--- config.mk ---
export PLATFORM = sky130hd
export DESIGN_NAME = uart_tx_arbiter_flat
export DESIGN_NICKNAME = d
export VERILOG_FILES = /design/src/rtl/uart_pkg.sv /design/src/rtl/uart_tx_arbiter_if.sv /design/src/rtl/uart_rr_pick.sv /design/src/rtl/uart_tx_arbiter.sv /design/src/flat_wrapper.sv
export SDC_FILE = /design/constraint.sdc
export NUM_CORES = 1
export LEC_CHECK = 0
export CAP_MARGIN = 20
export CORE_ASPECT_RATIO = 1.25
export CORE_MARGIN = 2
export CORE_UTILIZATION = 36
export CTS_CLUSTER_DIAMETER = 30
export DETAILED_ROUTE_END_ITERATION = 10
export GPL_TIMING_DRIVEN = 0
export SLEW_MARGIN = 25
export SYNTH_ARGS = -nofsm -noshare
export SYNTH_HDL_FRONTEND = slang
export SYNTH_HIERARCHICAL = 1
export SYNTH_SLANG_ARGS = --single-unit
--- constraint.sdc ---
create_clock -name i_clk -period 8.62 [get_ports i_clk]
set_clock_uncertainty 0.05 [all_clocks]
set_input_delay 1.724 -clock i_clk [delete_from_list [all_inputs] [get_ports i_clk]]
set_output_delay 1.724 -clock i_clk [all_outputs]
set_load 0.02 [all_outputs]
--- src/rtl/uart_pkg.sv ---
// Shared UART arbiter definitions: FSM state encoding and frame timing constants.
package uart_pkg;

   localparam int CLK_PER_BIT  = 2604;
   localparam int FRAME_BITS   = 10;
   localparam int FRAME_CYCLES = CLK_PER_BIT * FRAME_BITS;

   // Smallest power of two that covers one whole frame, so the watchdog never trips on a healthy transfer
   localparam int TIMEOUT_DEFAULT = 2 ** $clog2(FRAME_CYCLES);

   typedef enum logic [1:0] {
      IDLE      = 2'd0,
      LAUNCH    = 2'd1,
      WAIT_DONE = 2'd2
   } arb_state_e;

endpackage

--- src/rtl/uart_tx_arbiter_if.sv ---
// Requester/transmitter-side signal bundle of the UART TX arbiter.
interface uart_tx_arbiter_if #(
   parameter int NUM_REQ   = 4,
   parameter int BUS_WIDTH = 8
);
   localparam int IDX_W = $clog2(NUM_REQ);

   logic [NUM_REQ-1:0]           i_req;
   logic [NUM_REQ*BUS_WIDTH-1:0] i_req_data;
   logic [NUM_REQ-1:0]           i_lock;
   logic                         i_tx_hs;
   logic [NUM_REQ-1:0]           o_grant;
   logic [BUS_WIDTH-1:0]         o_tx_bus;
   logic                         o_tx_start;
   logic                         o_busy;
   logic [IDX_W-1:0]             o_owner;
   logic                         o_timeout;

   // master = requesters plus transmitter, slave = the arbiter itself
   modport master (
      output i_req, i_req_data, i_lock, i_tx_hs,
      input  o_grant, o_tx_bus, o_tx_start, o_busy, o_owner, o_timeout
   );

   modport slave (
      input  i_req, i_req_data, i_lock, i_tx_hs,
      output o_grant, o_tx_bus, o_tx_start, o_busy, o_owner, o_timeout
   );

endinterface

--- src/rtl/uart_rr_pick.sv ---
// Combinational round-robin picker: first set request at or above ptr, wrapping past NUM_REQ-1.
module uart_rr_pick #(
   parameter int NUM_REQ = 4,
   parameter int IDX_W   = $clog2(NUM_REQ)
) (
   input  logic [NUM_REQ-1:0] req,
   input  logic [IDX_W-1:0]   ptr,
   output logic [NUM_REQ-1:0] winner,
   output logic [IDX_W-1:0]   index,
   output logic               valid
);

   function automatic int wrap_slot(input int base, input int offset);
      int slot;
      slot = base + offset;
      if (slot >= NUM_REQ) slot = slot - NUM_REQ;
      return slot;
   endfunction

   // Scan from the farthest offset down so the closest hit to ptr is the one left standing
   always_comb begin
      winner = '0;
      index  = '0;
      valid  = 1'b0;
      for (int off = NUM_REQ - 1; off >= 0; off--) begin
         if (req[wrap_slot(int'(ptr), off)]) begin
            winner = '0;
            winner[wrap_slot(int'(ptr), off)] = 1'b1;
            index  = IDX_W'(wrap_slot(int'(ptr), off));
            valid  = 1'b1;
         end
      end
   end

endmodule

--- src/rtl/uart_tx_arbiter.sv ---
// Round-robin arbiter sharing one UART transmitter among NUM_REQ byte requesters.
// Define UART_ARB_LOCK_EN to let a locked owner keep the pointer across a multi-byte packet.
module uart_tx_arbiter
   import uart_pkg::*;
#(
   parameter int NUM_REQ        = 4,
   parameter int BUS_WIDTH      = 8,
   parameter int TIMEOUT_CYCLES = TIMEOUT_DEFAULT
) (
   input logic              i_clk,
   input logic              i_rst,
   uart_tx_arbiter_if.slave bus
);

   localparam int IDX_W = $clog2(NUM_REQ);
   localparam int WD_W  = $clog2(TIMEOUT_CYCLES);
   localparam logic [IDX_W-1:0] LAST_IDX = IDX_W'(NUM_REQ - 1);
   localparam logic [WD_W-1:0]  WD_LIMIT = WD_W'(TIMEOUT_CYCLES - 1);

   arb_state_e state, state_next;

   logic [NUM_REQ-1:0]   grant_q, grant_d;
   logic [BUS_WIDTH-1:0] tx_bus_q, tx_bus_d;
   logic                 start_q, start_d;
   logic                 busy_q, busy_d;
   logic                 timeout_q, timeout_d;
   logic [IDX_W-1:0]     owner_q, owner_d;
   logic [IDX_W-1:0]     ptr_q, ptr_d;
   logic [WD_W-1:0]      wd_q, wd_d;

   logic [NUM_REQ-1:0]   pick_onehot;
   logic [IDX_W-1:0]     pick_index;
   logic                 pick_valid;
   logic [IDX_W-1:0]     ptr_after_owner;
   logic                 hold_owner;
   logic                 wd_expired;

   uart_rr_pick #(
      .NUM_REQ (NUM_REQ),
      .IDX_W   (IDX_W)
   ) u_pick (
      .req    (bus.i_req),
      .ptr    (ptr_q),
      .winner (pick_onehot),
      .index  (pick_index),
      .valid  (pick_valid)
   );

`ifdef UART_ARB_LOCK_EN
   assign hold_owner = bus.i_lock[owner_q] & bus.i_req[owner_q];
`else
   logic unused_lock;
   assign unused_lock = ^bus.i_lock;
   assign hold_owner  = 1'b0;
`endif

   assign wd_expired      = (wd_q == WD_LIMIT);
   assign ptr_after_owner = (owner_q == LAST_IDX) ? '0 : owner_q + 1'b1;

   always_ff @(posedge i_clk or posedge i_rst) begin
      if (i_rst) begin
         state     <= IDLE;
         grant_q   <= '0;
         tx_bus_q  <= '0;
         start_q   <= 1'b0;
         busy_q    <= 1'b0;
         timeout_q <= 1'b0;
         owner_q   <= '0;
         ptr_q     <= '0;
         wd_q      <= '0;
      end else begin
         state     <= state_next;
         grant_q   <= grant_d;
         tx_bus_q  <= tx_bus_d;
         start_q   <= start_d;
         busy_q    <= busy_d;
         timeout_q <= timeout_d;
         owner_q   <= owner_d;
         ptr_q     <= ptr_d;
         wd_q      <= wd_d;
      end
   end

   // A done pulse outranks the watchdog when both land in the same cycle
   always_comb begin
      state_next = state;
      unique case (state)
         IDLE:      if (pick_valid) state_next = LAUNCH;
         LAUNCH:    state_next = WAIT_DONE;
         WAIT_DONE: if (bus.i_tx_hs || wd_expired) state_next = IDLE;
         default:   state_next = IDLE;
      endcase
   end

   always_comb begin
      grant_d   = '0;
      start_d   = 1'b0;
      timeout_d = 1'b0;
      tx_bus_d  = tx_bus_q;
      busy_d    = busy_q;
      owner_d   = owner_q;
      ptr_d     = ptr_q;
      wd_d      = wd_q;
      unique case (state)
         IDLE: begin
            if (pick_valid) begin
               grant_d  = pick_onehot;
               tx_bus_d = bus.i_req_data[int'(pick_index) * BUS_WIDTH +: BUS_WIDTH];
               owner_d  = pick_index;
               busy_d   = 1'b1;
            end
         end
         LAUNCH: begin
            start_d = 1'b1;
            wd_d    = '0;
         end
         WAIT_DONE: begin
            wd_d = wd_q + 1'b1;
            if (bus.i_tx_hs) begin
               ptr_d  = hold_owner ? owner_q : ptr_after_owner;
               busy_d = 1'b0;
            end else if (wd_expired) begin
               timeout_d = 1'b1;
               ptr_d     = ptr_after_owner;
               busy_d    = 1'b0;
            end
         end
         default: ;
      endcase
   end

   assign bus.o_grant    = grant_q;
   assign bus.o_tx_bus   = tx_bus_q;
   assign bus.o_tx_start = start_q;
   assign bus.o_busy     = busy_q;
   assign bus.o_owner    = owner_q;
   assign bus.o_timeout  = timeout_q;

endmodule
--- src/flat_wrapper.sv ---
// flat-port wrapper written by rule: the top's interface ports become plain ports
module uart_tx_arbiter_flat import uart_pkg::*;
#(
   parameter int NUM_REQ        = 4,
   parameter int BUS_WIDTH      = 8,
   parameter int TIMEOUT_CYCLES = TIMEOUT_DEFAULT
)
  (i_clk, i_rst, bus_i_req, bus_i_req_data, bus_i_lock, bus_i_tx_hs, bus_o_grant, bus_o_tx_bus, bus_o_tx_start, bus_o_busy, bus_o_owner, bus_o_timeout);
  uart_tx_arbiter_if #(.NUM_REQ(NUM_REQ), .BUS_WIDTH(BUS_WIDTH)) bus_i ();
  input logic i_clk;
  input logic i_rst;
  input wire logic [$bits(bus_i.i_req)-1:0] bus_i_req;
  input wire logic [$bits(bus_i.i_req_data)-1:0] bus_i_req_data;
  input wire logic [$bits(bus_i.i_lock)-1:0] bus_i_lock;
  input wire logic [$bits(bus_i.i_tx_hs)-1:0] bus_i_tx_hs;
  output wire logic [$bits(bus_i.o_grant)-1:0] bus_o_grant;
  output wire logic [$bits(bus_i.o_tx_bus)-1:0] bus_o_tx_bus;
  output wire logic [$bits(bus_i.o_tx_start)-1:0] bus_o_tx_start;
  output wire logic [$bits(bus_i.o_busy)-1:0] bus_o_busy;
  output wire logic [$bits(bus_i.o_owner)-1:0] bus_o_owner;
  output wire logic [$bits(bus_i.o_timeout)-1:0] bus_o_timeout;
  assign bus_i.i_req = bus_i_req;
  assign bus_i.i_req_data = bus_i_req_data;
  assign bus_i.i_lock = bus_i_lock;
  assign bus_i.i_tx_hs = bus_i_tx_hs;
  assign bus_o_grant = bus_i.o_grant;
  assign bus_o_tx_bus = bus_i.o_tx_bus;
  assign bus_o_tx_start = bus_i.o_tx_start;
  assign bus_o_busy = bus_i.o_busy;
  assign bus_o_owner = bus_i.o_owner;
  assign bus_o_timeout = bus_i.o_timeout;
  uart_tx_arbiter #(.NUM_REQ(NUM_REQ), .BUS_WIDTH(BUS_WIDTH), .TIMEOUT_CYCLES(TIMEOUT_CYCLES)) u_core (.i_clk(i_clk), .i_rst(i_rst), .bus(bus_i));
endmodule
==> results.md, run 1 <==
* Status: finished clean
* Worst path bufs/invs at 2
* Synth top area share at 0.369
* DR vias/cell at 5.30
* Max Cap Viol at 0
* DR WL/cell at roughly 14 um
* Crit path capture type: flip-flop
* CTS tree: yes
* H-tree Lvls at 2
* CP Cell Sequence: clkdlybuf4s50_1, mux2i_2, mux2i_4, o32a_1, o21ai_1, buf_2, mux4_2, mux2_2
* Final Wtd Congestion at approximately 0.85
* Die H at 96.0 um
* Hold Vio Cnt, Final at 0
* First-pass iteration count of the detailed router at 4
* Max incr delay on CP at 0.55 ns
* Most frequent cells in the layout: clkdlybuf4s50_1, dfrtp_1, inv_1
* Post-Route WL at 5.31 mm
* Final Net Count at 349
* Hold WC Path Type: flip-flop to flip-flop
* Post-synthesis mux area share at 0.202
* Post-synthesis sequential area ratio at 0.369
* Initial antenna violation count at 0
* Pleak at between 1 and 1.5 nW
* Final Cell Area at 0.00319 mm^2
* CTS Sinks at 36
* Cells after Synth at 231
* Avg Cell Area, Syn at 10.6 um^2
* Clk_lat worst skew at 0.29 ns
* Starting DRT DRC Count at 90
* Worst Path Max Fanout at 9
* Ant diodes at 0
* Post-synth top flop: dfrtp_1
* Critical path class: primary input to flip-flop
* Hold_sp: u_core/bus.o_tx_bus[7]
* Worst Path Required at slightly below 9 ns
* Number of flops mapped to enable cells by yosys at 0
* Setup bufs post-CTS at 0
* Actual slew at the worst max-slew pin at 0.602 ns
* Cell Area, Placed at 0.00310 mm^2
* RSZ-0062 raised after global routing: no
* Die area at 0.00745 mm^2
* Peak Freq at around 240 MHz
* Via count at 2015
* Root buffer cell: clkbuf_8
* Fraction of the mapped netlist area in adder cells at 0.0718
* Clock slew seen by the registers of the worst setup and hold paths at about 0.070 ns
* Crit-path slowest cell: mux4_2
* Hold Crit Endpoint: u_core/bus.o_tx_bus[7]
* DR DRC count at 0
* Min-Delay Path Depth at 1
* Synth Area in Simple Gates at 0.152
* Core box area at 0.00657 mm^2
* Post-DRT Antenna Nets at 0
* PwrDens at around 300 mW/mm^2
* Tot GR Track Use at 0.154
* Syn nets at between 200 and 300
* Setup TNS at 0 ns
* Worst r2r dst: u_core/bus.o_tx_bus[3]
* Area Overhead vs Synth at 30.9%
* # setup viols final at 0
* Post-cts repair resize count at 0
* Port buffer count at 53
* CTS buffer count at 5
* Ys Warns at 6
* Reg2Reg Depth at 10
* # rows at 33
* Top cells by area, synth: dfrtp_1, mux2_2, mux4_2
* Final HPWL DP at 4.06 mm
* CTS hold repair buffers at 0
* First-pass GRT wire length at 9.27 mm
* Fillcell total at 635
* Maximum clock path buffer count at 2
* Tmin final at roughly 4.1 ns
* Initial Util at 0.371
* #FFs+latches synth at 36
* Die width at slightly below 80 um
* Fraction of registers with async set/reset at 1.00
* Slew HR at 0.599
* Arr. time, crit path at about 4.3 ns
* Synth area leader: dfrtp_1
* Main combinational cell family by area after synthesis: multiplexers
* Synth Area in Compound Gates at 0.132
* Library cells used by synthesis at 48
* Startpoint type of the worst setup path: primary input
* Xor/xnor share of the synthesized area at 0.0108
* Final period util at 0.481
* Reg2reg start: u_core/ptr_q[1]
* Layout cells sized above 1 at 0.181
* Largest net degree at the start of global routing at 30
* Vias in the first global route at 1975
* Commonest non-fill, non-tap cell in the layout: clkdlybuf4s50_1
* R2R Setup Slk at 5.42 ns
* CP top delay family: multiplexers
* Maximum vdd drop at 0.214 mV
* Overflow after GRT at 0
* Slew Viols, Final at 0
* Ports at 60
* Mapped Area at approximately 0.0024 mm^2
synthesized netlist by cell type (4+ instances only):
cell type,instances
dfrtp_1,36
inv_1,20
mux2_2,18
ha_1,14
nor2_1,13
nand2_1,11
o21ai_0,11
a21oi_1,10
nand3_1,10
mux4_2,8
mux2i_1,6
a32oi_1,5
and3_1,4
clkbuf_1,4
nand4_1,4
nor2b_1,4
o211ai_1,4
state kept, by name, summed over array words and instances, names as in the netlist:
name	count
u_core/bus.o_tx_start	1
u_core/bus.o_owner	2
u_core/bus.o_busy	1
u_core/state	2
u_core/bus.o_timeout	1
u_core/bus.o_tx_bus	8
u_core/wd_q	15
u_core/ptr_q	2
u_core/bus.o_grant	4
how the worst max path moves through the flow:
stage / start / endpoint / slack (ns) / cells after the start
2_1_floorplan: bus_i_req[3] / u_core/bus.o_tx_bus[0] / 4.79 / 8
3_3_place_gp: bus_i_req[2] / u_core/bus.o_tx_bus[6] / 4.17 / 8
3_5_place_dp: bus_i_req[2] / u_core/bus.o_tx_bus[1] / 4.15 / 8
4_1_cts: bus_i_req[2] / u_core/bus.o_tx_bus[1] / 4.45 / 8
5_1_grt: bus_i_req[2] / u_core/bus.o_tx_bus[3] / 4.32 / 8
6_report: bus_i_req[2] / u_core/bus.o_tx_bus[3] / 4.48 / 8
cell families (layout without fill, tap and decap cells):
logic type	after synthesis	count (layout)
buffers and inverters	31	93
adder cells (fa/ha/maj)	14	14
AO/OA/AOI/OAI	48	48
multiplexers	35	35
AND/OR/NAND/NOR	64	64
flip-flops	36	36
XOR/XNOR	3	3
worst register-to-register path, delay by kind of cell (launching register included):
family	cells	cell delay [ns]
multiplexers	2	0.82
buffers and inverters	3	0.75
flip-flops	1	0.59
AO/OA/AOI/OAI	4	0.46
adder cells (fa/ha/maj)	1	0.42
power breakdown:
part           switching [mW]  internal [mW]
Sequential             0.0355          0.216
Combinational           0.303          0.295
Clock                  0.0598         0.0649
Total                   0.398          0.575
stage by stage:
| step | cells | hold slack (ns) | setup WS, ns | util | total power [mW] |
|---|---|---|---|---|---|
| finish | 380 | 0.455 | 4.48 | 0.486 | 0.973 |
| global route | 380 | 0.483 | 4.32 | 0.486 | 1.06 |
| CTS | 380 | 0.461 | 4.45 | 0.486 | 0.988 |
| detailed placement | 372 | 0.444 | 4.15 | 0.472 | 0.860 |
| global placement | 371 | 0.438 | 4.17 | 0.469 | 0.849 |
| floorplan | 231 | 0.448 | 4.79 | - | 0.681 |
final cells by class:
class	instances	area (um^2)	area share
multi-input cells	164	1390	0.435
flip-flops and latches	36	901	0.282
repair buffers	54	551	0.172
well taps	87	109	0.0341
clock buffers	7	86.3	0.0270
inverters	20	75.1	0.0235
plain buffers	11	73.8	0.0231
clock inverters	1	7.51	0.00235
layer usage:
metal  share of wire  wire length [um]  vias to the layer above  global-route usage
met4          0.0096                51                        0              0.0402
met5               0                 0                        -                   0
li1                -                 -                      964                   -
met1            0.43              2280                     1008               0.195
met3           0.038               204                        5              0.0338
met2            0.52              2780                       38               0.268
Power figures use the tool's default switching activity.
==> run 2, diff against run 1 <==
- clock period: 8.62 -> 3.6 ns (I/O delays scaled with it)
==> results of run 2 <==
Same layout as run 1 (identical final DEF). Status: finished clean.
Among the figures that moved: setup slack after placement 4.15 ns -> 0.130 ns; setup slack after layout 4.48 ns -> 0.401 ns; start point of the critical path bus_i_req[2] -> u_core/ptr_q[1]; register-to-register setup slack 5.42 ns -> 0.40 ns; total power 0.973 mW -> 2.33 mW; worst IR drop on VDD 0.214 mV -> 0.512 mV
